**src/rtl/irq_controller.sv**
```systemverilog
// Four-source interrupt controller for the KCPU register file.
// Define IRQ_ROUND_ROBIN_EN for round-robin arbitration (default fixed).
module irq_controller #(
  parameter int DATA_WIDTH = 32
) (
  input  logic                    clk,
  input  logic                    rst,
  input  logic [3:0]              irqValid,
  input  logic [4*DATA_WIDTH-1:0] irqData,
  output logic [3:0]              irqReady,
  input  logic                    cpuMode,
  input  logic                    modeSwitch,
  input  logic                    setDivisionBy0,
  output logic                    setHardwareInterrupt,
  output logic [1:0]              hardwareInterruptType,
  output logic [DATA_WIDTH-1:0]   hardwareInterruptData,
  output logic [3:0]              pending,
  output logic                    inHandler
);

  typedef enum logic [1:0] {
    IDLE,
    WAIT_ENTER,
    WAIT_RETURN
  } state_t;

  state_t                r_state;
  state_t                w_next;
  logic [3:0]            r_pending;
  logic [DATA_WIDTH-1:0] r_data [4];
  logic                  r_set;
  logic [1:0]            r_type;
  logic [DATA_WIDTH-1:0] r_out;

  logic                  w_fire;
  logic [1:0]            w_win;
  logic [3:0]            w_clr;
  logic [3:0]            w_cap;
  logic [3:0]            w_pend_nxt;

  assign w_fire = (r_state == IDLE) && (|r_pending) && cpuMode
                  && !modeSwitch && !setDivisionBy0;

`ifdef IRQ_ROUND_ROBIN_EN
  logic [1:0] r_last;

  // Nearest pending slot after the last grant wins.
  always_comb begin
    w_win = r_last;
    for (int k = 3; k >= 0; k--) begin
      if (r_pending[2'(r_last + 2'(k) + 2'd1)])
        w_win = 2'(r_last + 2'(k) + 2'd1);
    end
  end

  // Last-granted pointer, reset to 3 so slot 0 is searched first.
  always_ff @(posedge clk or negedge rst) begin
    if (!rst)
      r_last <= 2'd3;
    else if (w_fire)
      r_last <= w_win;
  end
`else
  // Fixed priority: lowest pending index wins.
  always_comb begin
    w_win = 2'd0;
    for (int i = 3; i >= 0; i--) begin
      if (r_pending[i])
        w_win = 2'(i);
    end
  end
`endif

  // Slot flags: winner cleared on fire, empty slots capture.
  always_comb begin
    w_clr      = w_fire ? (4'b0001 << w_win) : 4'b0000;
    w_cap      = irqValid & ~r_pending;
    w_pend_nxt = (r_pending & ~w_clr) | w_cap;
  end

  // Pending flags and payload latches.
  always_ff @(posedge clk or negedge rst) begin
    if (!rst) begin
      r_pending <= 4'b0000;
      for (int i = 0; i < 4; i++)
        r_data[i] <= '0;
    end else begin
      r_pending <= w_pend_nxt;
      for (int i = 0; i < 4; i++) begin
        if (w_cap[i])
          r_data[i] <= irqData[i*DATA_WIDTH +: DATA_WIDTH];
      end
    end
  end

  // Handler-tracking next state.
  always_comb begin
    w_next = r_state;
    unique case (r_state)
      IDLE:        if (w_fire) w_next = WAIT_ENTER;
      WAIT_ENTER:  if (!cpuMode) w_next = WAIT_RETURN;
      WAIT_RETURN: if (cpuMode && !modeSwitch) w_next = IDLE;
      default:     w_next = IDLE;
    endcase
  end

  // State register.
  always_ff @(posedge clk or negedge rst) begin
    if (!rst)
      r_state <= IDLE;
    else
      r_state <= w_next;
  end

  // Registered delivery pulse; type/data hold between pulses.
  always_ff @(posedge clk or negedge rst) begin
    if (!rst) begin
      r_set  <= 1'b0;
      r_type <= 2'd0;
      r_out  <= '0;
    end else begin
      r_set <= w_fire;
      if (w_fire) begin
        r_type <= w_win;
        r_out  <= r_data[w_win];
      end
    end
  end

  assign irqReady              = ~r_pending;
  assign pending               = r_pending;
  assign setHardwareInterrupt  = r_set;
  assign hardwareInterruptType = r_type;
  assign hardwareInterruptData = r_out;
  assign inHandler             = (r_state != IDLE);

endmodule

```
**config.mk**
```make
export PLATFORM = sky130hd
export DESIGN_NAME = irq_controller
export DESIGN_NICKNAME = d
export VERILOG_FILES = /design/src/rtl/irq_controller.sv
export SDC_FILE = /design/constraint.sdc
export NUM_CORES = 1
export LEC_CHECK = 0
export CAP_MARGIN = 20
export CORE_UTILIZATION = 35
export CTS_BUF_LIST = sky130_fd_sc_hd__clkbuf_16
export CTS_CLUSTER_SIZE = 24
export DETAILED_ROUTE_END_ITERATION = 12
export SLEW_MARGIN = 20
export SYNTH_ARGS = -nofsm -noshare
export SYNTH_HDL_FRONTEND = slang
export SYNTH_SLANG_ARGS = --single-unit
```
**constraint.sdc**
```tcl
create_clock -name clk -period 1.7 [get_ports clk]
set_input_delay 0.51 -clock clk [delete_from_list [all_inputs] [get_ports clk]]
set_output_delay 0.51 -clock clk [all_outputs]
set_load 0.005 [all_outputs]
```
After elaboration in Yosys (flattened, before gate mapping)
Index checks and enable logic that the tools add are counted.
- bits of input ports: 137
- register bits after elaboration: 169
- output and inout port bits: 44
- logic and storage cells: 45
- shift operators: 1
- muxes and demuxes: 12
- reduce and logical (&&, ||, !) cells: 11
- bitwise logic cells: 6
- magnitude comparators: 1
- eq/ne operators: 5
- operators by type and width (operator ; number):
    $bmux 32 s2 ; 1
    $mux 32 ; 2
    $mux 2 ; 7
    $and 4x4->4 ; 2
    $not 4->4 ; 2
    $ne 2x2->1 const B ; 3
    $pmux 2 s3 ; 1
    $logic_and 1x1->1 ; 5
    $mux 4 ; 1
    $or 4x4->4 ; 1
    $reduce_or 4->1 ; 1
    $shl 1x2->4 const A ; 1
    $ge 3x3->1 const B ; 1
    $not 2->3 ; 1
    $reduce_and 3->1 ; 1
    $eq 2x1->1 const B ; 1
    $eq 2x2->1 const B ; 1
    $logic_not 1->1 ; 2
    $logic_not 2->1 ; 1
    $reduce_bool 2->1 ; 1

Depth between registers and ports, before layout
Gate-level depths: netlist of run 1.
- depth in word-level cells: 9
- gate-level depth with buffers: 7
- depth with buffers taken out: 4

Least setup slack after synthesis of run 1
Ideal clock, no wire load.
- kind: register to register
- start: register r_pending[2], in the netlist pending[2]
- end: register r_out[10], in the netlist hardwareInterruptData[10]
- arrival: 1.490 ns
- path slack: 0.128 ns
- path buffers: 2
- stages on the path, launching flop included: 7
- cell sequence: dfrtp_1 buf_4 or2_2 nor2_1 clkbuf_1 o21ai_0 a31oi_1
- longest elaborated chain between the ends: 7
- elaborated cells between the ends (all ways): 12
- ends and longest elaborated chain (item ; line ; source):
    from (decl) ; 29 ; logic [3:0] r_pending;
    from (signal assigned) ; 88 ; r_pending <= w_pend_nxt;
    $mux 2 (3 in series) ; 68 ; if (r_pending[i])
    $not 2->3 (implied by the code) ; 125 ; r_out <= r_data[w_win];
    $bmux 32 s2 ; 125 ;
    $mux 32 (implied by the code) (2 in series) ; 125 ;
    to (signal assigned) ; 125 ;
    to (decl) ; 33 ; logic [DATA_WIDTH-1:0] r_out;
Several ways; a longest one is shown, not always the timed one. The select of a mux whose other input is x is not followed.
A chain may end at the register's enable or synchronous reset.

Worst setup path after layout of run 1
- start: register r_pending[2], in the netlist pending[2]
- end: register r_out[25], in the netlist hardwareInterruptData[25]
Same word-level chain as after synthesis.

==> impl_metrics.ini, run 1 <==
[status]
status = finished with violations
violations = setup timing

[place]
pre_cts_ws_ps = -416
dp.final_hpwl_um = 14300
port_buffers = 180
globalplace.congestion = 0.821

[cells_and_area]
syn2layout_area_growth_pct = 50.0
fin_nets = 901
drive_gt1_share_pct = 34.5
final_core_util_pct = 54.2
fill_cells = 1681

[timing]
min_period_ps = 1740
setup_viol = 10
clock-skew-final_ps = 6.65
timing.final.crit_share_pct = 103
tightest_slew_ps = 485
setup_slack_ps = -43.6
rsz0062_at_grt = true
fmax_ghz = 0.574
fin_hold_ws_ps = 431
finalMaxSlewViolations = 0
tns_ps = -120
relSlewSlack_pct = 67.7
finalHoldViolations = 0

[route]
ant_nets = 0
drt-initial-drc-count = 258
drt-total-wl_um = 21900
drcViolationCount = 0
viasPerCell = 5.17
vias = 5393
drt_pre_antenna_iters = 4
wl_per_cell_um = 21.0

[power_and_ir_drop]
power.leakage_nw = 4.38
pwr-share-comb_pct = 29.7
power_mw = 14.3
power_density_mw_per_mm2 = 1350
ir_worst_vdd_mv = 0.682
p_sw_share_pct = 29.0
power_frac_clock_pct = 24.4
internal_power_mw = 10.2
seqPwrFrac_pct = 45.8
switchingPower_mw = 4.16

[global_route]
grt_pass1_vias = 5525
track_usage_pct = 20.2
overflow = 0
grt_max_degree = 40
grt_pass1_wl_um = 30600
antenna_found_initial = 1

[worst_setup_path]
crit_chain = buf_6, buf_6, and2b_2, buf_12, a22o_1, a22oi_1, a31oi_1
arrival_ps = 2040
crit_fanout = 20
crit_top_cell = buf_6
critPathKind = reg2reg
cpMaxStageDelayCell = dfrtp_2
cp_top_family = compound AO/OA/AOI/OAI gates
critPathMaxStageDelay_ps = 380
worstPathRequired_ps = 2000
crit_buf_inv = 3
cp-start-kind = register
cp-end-kind = register

[clock_network]
clock_latency_ps = 420
clk_pin_slew_worst_paths_ps = 70
cts_tree = built
htreeDepth = 4
cts-root-buf = clkbuf_16
clockBufferDepth = 2
clkSinkCount = 169
cts_buffers = 17

[floorplan]
rows = 51
io_pins = 181
fp.coreArea_mm2 = 0.0197
die_y_um = 144
die_area_mm2 = 0.0208
die_x_um = 144
start_util_pct = 36.1

[synthesis]
synth.distinct_cells = 27
synthesis.nets = 675
syn-instance-count = 538
syn_avg_cell_area_um2 = 13.2
yosysWarnings = 0
yosys-top-cells-area = dfrtp_1 60%, mux2_2 19%, a22o_1 3.9%
netlist_area_mm2 = 0.00710
synth-seq-area-share_pct = 59.6
ys_ff_latch = 169
synth_area_leader_cell = dfrtp_1
yosys.area.top_type_share_pct = 59.6

[worst_hold_path]
hold_path_class = in2reg

[job]
maxCapViolCount = 0
-- layout by cell type, fill, tap and decap left out, drive strengths merged, types with 4 or more instances in the layout --
cell and instances:
nor2b 4, o21ai 33, clkdlybuf4s50 134, a22oi 32
nor2 39, a31oi 33, dlygate4sd2 39, a21oi 4
buf 62, clkinv 6, dfrtp 169, clkbuf 28
inv 9, mux2 128, a22o 32, clkinvlp 5
-- per-layer routing --
layer	GRT usage [%]	vias up	routed length, µm
met1	25.6	2745	9020
met4	8.20	0	433
met3	4.54	33	1400
met2	33.3	178	11000
met5	0	-	0
li1	-	2437	-
-- through the flow --
step | std cells | cell area (µm²)
after floorplan | 538 | 7100
after global placement | 977 | 9530
after detailed placement | 977 | 9530
after CTS | 1025 | 10200
after global routing | 1043 | 10600
final | 1043 | 10600
-- final timing paths --
kind / from / slack [ps] / end / cells after the start
min in group asynchronous: rst / 550 / r_data[58] / 2
max in group asynchronous: rst / 600 / r_data[40] / 3
worst min register to register: r_data[80] / 500 / r_data[80] / 1
worst min-delay path: cpuMode / 430 / r_state[0] / 3
worst max-delay path: pending[2] / -40 / hardwareInterruptData[25] / 7
worst max register to register: pending[2] / -40 / hardwareInterruptData[25] / 7
-- power groups by stage --
stage | combinational (mW) | clock [mW] | sequential, mW
floorplan | 2.27 | 0 | 6.34
global placement | 4.02 | 0 | 6.54
detailed placement | 4.16 | 0 | 6.59
CTS | 4.00 | 3.58 | 6.51
global route | 4.62 | 3.76 | 6.77
finish | 4.26 | 3.51 | 6.57
-- cells in the mapped netlist --
| library cell | number |
|---|---|
| dfrtp_1 | 169 |
| mux2_2 | 121 |
| nor2_1 | 38 |
| a31oi_1 | 33 |
| o21ai_0 | 33 |
| a22o_1 | 32 |
| a22oi_1 | 32 |
| clkbuf_1 | 23 |
| buf_2 | 18 |
| mux2_1 | 7 |
| inv_1 | 5 |
| a21oi_1 | 4 |
| nor2b_1 | 4 |
| buf_4 | 3 |
| nand2_1 | 3 |
| nand2b_1 | 2 |
| a2111oi_4 | 1 |
| a21o_1 | 1 |
| and2b_1 | 1 |
| nand3b_1 | 1 |
| nor2_2 | 1 |
| nor3_2 | 1 |
| o21a_1 | 1 |
| o21bai_1 | 1 |
| o221a_2 | 1 |
| or2_1 | 1 |
| or2_2 | 1 |
-- flip-flops by register name, indices dropped and copies added (netlist names) --
name,cells
r_data,128
hardwareInterruptData,32
pending,4
hardwareInterruptType,2
r_state,2
setHardwareInterrupt,1
-- layout make-up --
cell class	instances	area, µm²	share of cell area [%]
well taps	265	332	3.11
clock inverters	15	104	0.975
repair buffers	251	2710	25.5
flip-flops and latches	169	4230	39.8
clock buffers	17	425	4.00
multi-input cells	320	2820	26.5
inverters	5	18.8	0.176
diodes	1	2.50	0.0235
-- cell families after synthesis --
group | Yosys count | synth area share [%]
compound gates | 139 | 13.7
buf+inv | 49 | 3.07
flops | 169 | 59.6
mux | 128 | 20.3
simple gates | 53 | 3.31
-- tightest hold or removal path, stage by stage --
cell            delay (ps)
dlymetal6s2s_1         170
inv_1                   60
o21bai_1                70
-- what timing repair did --
action	CTS	global route
pin swaps	8	20
hold buffers	1	0
buffers inserted	12	8
resized for setup	71	57
endpoints found under the setup margin	62	73
cloned	3	10
hold endpoints to repair	28	0
Note: power is estimated with default switching activity, not from simulation.
==> inputs of run 2 (changes only) <==
--- a/config.mk
+++ b/config.mk
@@ -5,10 +5,10 @@
 export SDC_FILE = /design/constraint.sdc
 export NUM_CORES = 1
 export LEC_CHECK = 0
+export ABC_CLOCK_PERIOD_IN_PS = 1700
 export CAP_MARGIN = 20
 export CORE_UTILIZATION = 35
 export CTS_BUF_LIST = sky130_fd_sc_hd__clkbuf_16
-export CTS_CLUSTER_SIZE = 24
 export DETAILED_ROUTE_END_ITERATION = 12
 export SLEW_MARGIN = 20
 export SYNTH_ARGS = -nofsm -noshare
==> constraint.sdc (replaced) <==
create_clock -name clk -period 1.7 [get_ports clk]
set_input_delay 0.51 -clock clk [delete_from_list [all_inputs] [get_ports clk]]
set_output_delay 0.51 -clock clk [all_outputs]
set_load 0.05 [all_outputs]
==> impl_metrics.ini, run 2 (same netlist as run 1, synthesis figures left out) <==
[status]
status = finished with violations
violations = hold timing, setup timing

[clock_network]
htreeDepth = 4
cts_buffers = 17
clkSinkCount = 169
cts_tree = built
clock_latency_ps = 430
cts_hold_buffers = 0
clk_pin_slew_worst_paths_ps = 70
clockBufferDepth = 2
cts-root-buf = clkbuf_16

[place]
place_area_mm2 = 0.00988
globalplace.congestion = 0.785
dp.final_hpwl_um = 14100
dp_cells = 972
port_buffers = 180

[timing]
min_period_ps = 1750
rsz0062_at_grt = true
clock-skew-final_ps = 11.2
finalMaxSlewViolations = 0
timing.final.crit_share_pct = 103
relSlewSlack_pct = 72.0
finalHoldViolations = 4
tightest_slew_ps = 420
setup_viol = 2
fmax_ghz = 0.571
fin_hold_ws_ps = -2.10
setup_slack_ps = -50.9

[cells_and_area]
multi_input_area_mm2 = 0.00273
fin_nets = 885
regMostFlops = r_data
fin_area_mm2 = 0.0108
syn2layout_area_growth_pct = 52.3
drive_gt1_share_pct = 36.1
final_common_cell = dfrtp_1
fill_cells = 1698
final_core_util_pct = 55.0
layout_common_cells = 165 x dfrtp_1, 135 x clkdlybuf4s50_1, 121 x mux2_2, 57 x buf_12
seq_area_mm2 = 0.00423
largest_reg_flops = 128
final_cells = 1028

[worst_setup_path]
reg2regPathDepth = 7
cp-start-kind = register
arrival_ps = 1240
crit_fanout = 3
critPathKind = reg2out
cp-end-kind = output pin
worstPathRequired_ps = 1190

[global_route]
grt_pass1_vias = 5615
overflow = 0
antenna_found_initial = 2
grt_max_degree = 46
track_usage_pct = 20.2
grt_pass1_wl_um = 31100

[floorplan]
die_y_um = 144
fp.coreArea_mm2 = 0.0197
start_util_pct = 36.1
io_pins = 181
rows = 51
die_x_um = 144
die_area_mm2 = 0.0208

[route]
highest_layer = met5
drcViolationCount = 0
drt_pre_antenna_iters = 4
wl_met1_um = 9220
ant_nets = 0
wl_met3_um = 1220
viasPerCell = 5.17
drt-total-wl_um = 21300
route.met2.wl_um = 10500
drt-initial-drc-count = 219
vias = 5317
wl_per_cell_um = 20.7

[power_and_ir_drop]
ir_worst_vdd_mv = 0.915
power_density_mw_per_mm2 = 1580
power.leakage_nw = 4.42

[job]
maxCapViolCount = 0

[worst_hold_path]
hold_path_class = in2async
-- run 2: metrics by stage --
| stage | power, mW | setup TNS [ps] | setup WS [ps] |
|---|---|---|---|
| floorplan | 10.1 | -684 | -23.8 |
| global placement | 13.1 | -29990 | -274 |
| detailed placement | 13.3 | -32750 | -329 |
| CTS | 17.0 | -90.3 | -56.2 |
| global route | 17.8 | -341 | -76.7 |
| finish | 17.0 | -54.0 | -50.9 |
-- run 2: final timing paths --
check	to	startpoint	slack, ps
min	r_data[23]	rst	-2
max in group asynchronous	hardwareInterruptData[15]	rst	1130
max reg2reg	hardwareInterruptData[15]	r_state[1]	10
min reg2reg	r_data[80]	r_data[80]	500
min in group clk	r_data[80]	r_data[80]	500
max	inHandler	r_state[1]	-50
-- run 2: per-layer routing --
| metal | up-vias | global-route usage [%] |
|---|---|---|
| met5 | - | 0 |
| met4 | 2 | 6.65 |
| met3 | 23 | 4.93 |
| met2 | 162 | 33.2 |
| met1 | 2731 | 26.2 |
| li1 | 2399 | - |
-- run 2: final cells by class --
| cell class | count | area share (%) |
|---|---|---|
| well taps | 265 | 3.07 |
| repair buffers | 235 | 27.2 |
| inverters | 5 | 0.278 |
| diodes | 2 | 0.0463 |
| clock buffers | 17 | 3.94 |
| flip-flops and latches | 169 | 39.2 |
| clock inverters | 15 | 1.06 |
| multi-input cells | 320 | 25.3 |
-- run 2: worst max-delay path, stage by stage (launching register included) --
cell	delay (ps)
dfrtp_1	380
or2_4	280
buf_8	160
-- run 2: timing repair --
action,CTS,global route
cloned,0,5
setup endpoints to repair,7,29
gates resized for setup,11,33
pin swaps,2,5
buffers inserted,12,5
-- run 2: power breakdown --
part / switching [mW] / leakage [nW] / internal (mW)
combinational: 3.01 / 2.17 / 3.67
sequential: 1.17 / 1.99 / 5.63
clock: 1.57 / 0.264 / 1.99
total: 5.76 / 4.42 / 11.3
